<file path="src/rtl/vend_fsm_multi.sv">
// Multi-product vending controller. Credit is kept in nickels, every product
// costs PRICE, each product has its own stock counter, and refunds go out one nickel per pulse.

module vend_stock_ctr #(
  parameter int STOCK_W    = 4,
  parameter int STOCK_INIT = 8
) (
  input  logic clk,
  input  logic rst_n,
  input  logic i_dec,
  input  logic i_restock,
  output logic o_empty
);
  logic [STOCK_W-1:0] r_stock;
  logic               r_empty;

  // A restock on the same edge as a decrement wins over the decrement.
  always_ff @(posedge clk or negedge rst_n) begin
    if (!rst_n) begin
      r_stock <= STOCK_W'(STOCK_INIT);
      r_empty <= (STOCK_INIT == 0);
    end else if (i_restock) begin
      r_stock <= STOCK_W'(STOCK_INIT);
      r_empty <= (STOCK_INIT == 0);
    end else if (i_dec && (r_stock != '0)) begin
      r_stock <= r_stock - 1'b1;
      r_empty <= (r_stock == STOCK_W'(1));
    end
  end

  assign o_empty = r_empty;
endmodule

module vend_fsm_multi #(
  parameter int PRICE      = 9,
  parameter int MAX_CREDIT = 13,
  parameter int CREDIT_W   = 5,
  parameter int N_PROD     = 2,
  parameter int STOCK_W    = 4,
  parameter int STOCK_INIT = 8
) (
  input  logic                clk,
  input  logic                rst_n,
  input  logic                quarter,
  input  logic                dime,
  input  logic                nickel,
  input  logic [N_PROD-1:0]   sel,
  input  logic                cancel,
  input  logic                restock,
  output logic [N_PROD-1:0]   vend,
  output logic                change,
  output logic                coin_reject,
  output logic [CREDIT_W-1:0] credit,
  output logic [N_PROD-1:0]   empty,
  output logic                busy
);
  localparam int SUM_W = CREDIT_W + 3;

  typedef enum logic [1:0] {S_IDLE, S_VEND, S_CHANGE} state_t;

  state_t              r_state, w_next;
  logic [CREDIT_W-1:0] r_credit, w_credit_nxt;
  logic [N_PROD-1:0]   r_vend, w_vend_nxt, w_dec, w_sel_oh, w_empty;
  logic                r_change, r_busy, r_rej, w_rej_nxt;
  logic                w_found, w_sel_ok, w_any_coin, w_multi;
  logic [SUM_W-1:0]    w_coin_val, w_sum;

  for (genvar g = 0; g < N_PROD; g++) begin : g_stock
    vend_stock_ctr #(.STOCK_W(STOCK_W), .STOCK_INIT(STOCK_INIT)) u_ctr (
      .clk      (clk),
      .rst_n    (rst_n),
      .i_dec    (w_dec[g]),
      .i_restock(restock),
      .o_empty  (w_empty[g])
    );
  end

  // Of the requested products that are in stock, the lowest index is served.
  always_comb begin
    w_sel_oh = '0;
    w_found  = 1'b0;
    for (int i = 0; i < N_PROD; i++) begin
      if (!w_found && sel[i] && !w_empty[i]) begin
        w_sel_oh[i] = 1'b1;
        w_found     = 1'b1;
      end
    end
    w_sel_ok = w_found && (r_credit >= CREDIT_W'(PRICE));
  end

  assign w_any_coin = quarter | dime | nickel;
  assign w_multi    = (quarter & dime) | (quarter & nickel) | (dime & nickel);
  assign w_coin_val = quarter ? SUM_W'(5) : dime ? SUM_W'(2) : nickel ? SUM_W'(1) : '0;
  assign w_sum      = SUM_W'(r_credit) + w_coin_val;

  always_comb begin
    w_next       = r_state;
    w_credit_nxt = r_credit;
    w_vend_nxt   = '0;
    w_dec        = '0;
    w_rej_nxt    = 1'b0;
    case (r_state)
      S_IDLE: begin
        if (cancel && (r_credit != '0)) begin
          w_next    = S_CHANGE;
          w_rej_nxt = w_any_coin;
        end else if (w_sel_ok) begin
          w_next       = S_VEND;
          w_vend_nxt   = w_sel_oh;
          w_dec        = w_sel_oh;
          w_credit_nxt = r_credit - CREDIT_W'(PRICE);
          w_rej_nxt    = w_any_coin;
        end else if (w_any_coin) begin
          // Only the highest-value coin is considered; any other coin is returned.
          if (w_sum > SUM_W'(MAX_CREDIT)) w_rej_nxt = 1'b1;
          else                            w_credit_nxt = w_sum[CREDIT_W-1:0];
          if (w_multi) w_rej_nxt = 1'b1;
        end
      end
      S_VEND: begin
        w_next    = (r_credit != '0) ? S_CHANGE : S_IDLE;
        w_rej_nxt = w_any_coin;
      end
      S_CHANGE: begin
        w_rej_nxt = w_any_coin;
        if (r_credit != '0) w_credit_nxt = r_credit - 1'b1;
        if (r_credit <= CREDIT_W'(1)) w_next = S_IDLE;
      end
      default: w_next = S_IDLE;
    endcase
  end

  always_ff @(posedge clk or negedge rst_n) begin
    if (!rst_n) begin
      r_state  <= S_IDLE;
      r_credit <= '0;
      r_vend   <= '0;
      r_change <= 1'b0;
      r_busy   <= 1'b0;
      r_rej    <= 1'b0;
    end else begin
      r_state  <= w_next;
      r_credit <= w_credit_nxt;
      r_vend   <= w_vend_nxt;
      r_change <= (w_next == S_CHANGE);
      r_busy   <= (w_next != S_IDLE);
      r_rej    <= w_rej_nxt;
    end
  end

  assign vend        = r_vend;
  assign change      = r_change;
  assign coin_reject = r_rej;
  assign credit      = r_credit;
  assign empty       = w_empty;
  assign busy        = r_busy;
endmodule

</file>
<file path="config.mk">
export PLATFORM = sky130hd
export DESIGN_NAME = vend_fsm_multi
export DESIGN_NICKNAME = d
export VERILOG_FILES = /design/src/rtl/vend_fsm_multi.sv
export SDC_FILE = /design/constraint.sdc
export NUM_CORES = 1
export LEC_CHECK = 0
export ABC_CLOCK_PERIOD_IN_PS = 6400
export CAP_MARGIN = 0
export CORE_MARGIN = 2
export CORE_UTILIZATION = 59
export CTS_CLUSTER_SIZE = 14
export DETAILED_ROUTE_END_ITERATION = 10
export PLACE_DENSITY = 0.93
export SLEW_MARGIN = 20
export SYNTH_ARGS = -nofsm -noshare
export SYNTH_HDL_FRONTEND = slang
export SYNTH_SLANG_ARGS = --single-unit
</file>
<file path="constraint.sdc">
create_clock -name clk -period 6.4 [get_ports clk]
set_clock_uncertainty 0.05 [all_clocks]
set_input_delay 1.28 -clock clk [delete_from_list [all_inputs] [get_ports clk]]
set_output_delay 1.28 -clock clk [all_outputs]
set_load 0.01 [all_outputs]
</file>
==> reports/metrics.yaml <==
status: "finished, final reports clean"
die_area_sq_mm: 0.00316
diodes: 0
nets: 213
track_usage: 0.208
syn_nets: 195
synth-edff-count: 0
critPathKind: "primary input to flop"
multi_input_area_sq_um: 966
holdWs_ns: 0.510
dp_hpwl_um: 2390
grt_antenna_before_repair: 0
setup.worst_path.start_class: "primary input"
fin_tns_setup_ns: 0
numCtsBuffers: 3
fp.dieH_um: 56.2
met2_length_um: 1590
placed_cells: 213
wire_per_inst_um: 14.4
vias: 1337
setup.worst_path.end_class: "flop"
core-area_sq_mm: 0.00252
synth_top_area_frac: 0.311
io_buffers: 20
cp.required_ns: 6.53
firstDrtPassIters: 4
holdBufCountCts: 0
grt_pass1_vias: 1223
stdcell_count: 216
cp.arrival_ns: 3.98
clockBufferDepth: 2
start_util: 0.637
drc: 0
seqCellArea_sq_um: 553
yosys.area.top_type: "dfrtp_1"
grt_pass1_wl_um: 5280
max_freq_mhz: 260
final_layout_size_suffix_gt1_frac: 0.0860
cap_viol_max_count: 0
clkTransAtPathRegs_ns: 0.11
fin_util: 0.721
routed_wl_um: 3110
clkLatencyLatePin_ns: 0.30
syn2layout_area_growth_pct: 13.2
period_share: 0.601
ir_drop_uv: 372
cts_htree_levels: 1
overflow: 0
yosysWarnings: 0
ys_top_cells_by_count: "23 x nor2_1, 20 x dfrtp_1, 15 x ha_1"
via_per_inst: 6.19
layout_min_cycle_time_ns: 3.85
drt_first_iter_violations: 40
ant_nets: 0
finalHoldViolCount: 0
synth_area_leaders: "dfrtp_1 31%, ha_1 12%, nor2_1 5.4%"
gp_congestion: 0.904
slew_viol_final: 0
fillers: 175
hp-class: "flop to flop"
wl_met1_um: 1330
cts_resized: 0
syn_area_sq_mm: 0.00161
top_layer_used: "met4"
worst-slew-pin-transition_ns: 0.599
syn_inst: 170
die_x_um: 56.2
syn_area_per_cell_sq_um: 9.46
rows: 18
yosysMostFrequentCell: "nor2_1"
ys_seq_area_frac: 0.344
leakagePower_uw: 0.000765
rsz0062_at_grt: "no"
cts_setup_buffers: 0
setup_viol: 0
clock_tree.root_cell: "clkbuf_4"
powerDensity_mw_per_mm2: 437
wl_met3_um: 177
synth_flop_cell: "dfrtp_1"
io_pins: 21
numClockSinks: 22
ys_types: 52
tritoncts: "done"
critical_path.max_fanout: 5
ys_async_sr_fraction: 1.00
ys_seq_elements: 22
grt_max_degree: 23
relSlewSlack: 0.594
==> final timing paths <==
kind | cells past startpoint | from | end | slack (ns)
setup / recovery | 11 | dime | credit[3] | 2.55
setup reg to reg | 8 | credit[0] | credit[3] | 3.66
min in group asynchronous | 1 | rst_n | g_stock[0].u_ctr.r_stock[0] | 0.87
hold reg to reg | 2 | g_stock[0].u_ctr.o_empty | g_stock[0].u_ctr.o_empty | 0.51
max in group asynchronous | 1 | rst_n | g_stock[1].u_ctr.r_stock[3] | 5.08
hold / removal | 2 | g_stock[0].u_ctr.o_empty | g_stock[0].u_ctr.o_empty | 0.51
==> sequential cells by signal, summed over array words and instances (netlist names) <==
signal                 cells
vend                       2
credit                     5
r_state                    2
g_stock.u_ctr.r_stock      8
busy                       1
g_stock.u_ctr.o_empty      2
coin_reject                1
change                     1
==> placed cells by master, fill, tap and decap left out, drive strengths merged, types with 2 or more instances in the layout <==
cell           instances
nor2                  24
dfrtp                 20
clkdlybuf4s50         19
ha                    15
inv                   12
nand2                 11
nor3                   9
a21oi                  6
xnor2                  5
nand2b                 4
nor2b                  3
a21o                   3
xor2                   3
a211oi                 3
o31ai                  3
a31oi                  3
clkbuf                 3
o21ai                  2
o22a                   2
nor4                   2
o22ai                  2
nand3                  2
o2bb2ai                2
mux2                   2
dfstp                  2
nor4b                  2
or4                    2
o221ai                 2
and2                   2
==> report_power, final <==
part / switching, uW / internal [uW] / leakage (uW)
combinational: 249 / 231 / 0.000471
sequential: 71.2 / 184 / 0.000280
clock: 38.3 / 21.9 / 0.0000138
==> through the flow <==
stage,power [uW],setup WS (ns),instance area (sq um)
after floorplan,604,3.07,1610
after global routing,863,2.32,1820
after detailed placement,733,2.24,1800
after CTS,795,2.57,1820
final,795,2.55,1820
after global placement,714,2.40,1800
==> cell type report <==
cell class                 count  area share
sequential                    22       0.304
clock buffer                   3      0.0124
tap                           30      0.0206
timing repair buffer          20       0.107
multi-input combinational    129       0.531
inverter                      12      0.0248
==> cells by family (layout without fill, tap and decap cells) <==
kind of cell             Yosys count  in the layout  share of synthesized area
AND/OR/NAND/NOR                   65             65                      0.213
flip-flops                        22             22                      0.344
AO/OA/AOI/OAI                     36             36                      0.188
XOR/XNOR                           8              8                     0.0436
multiplexers                       3              3                     0.0202
buffers and inverters             19             35                     0.0552
adder cells (fa/ha/maj)           17             17                      0.135
==> per-layer routing <==
metal,vias up,track usage
met4,0,0.0544
li1,635,-
met5,-,0
met2,50,0.361
met3,2,0.0558
met1,650,0.254
==> critical path, cell delays in order <==
cell	delay, ns
clkdlybuf4s50_1	0.50
inv_1	0.06
a21o_1	0.16
ha_1	0.23
fa_1	0.43
a21oi_1	0.22
nor2_1	0.06
a2bb2oi_1	0.14
o311ai_1	0.54
nand4_1	0.19
xnor2_1	0.16
(Power assumes the default switching activity.)
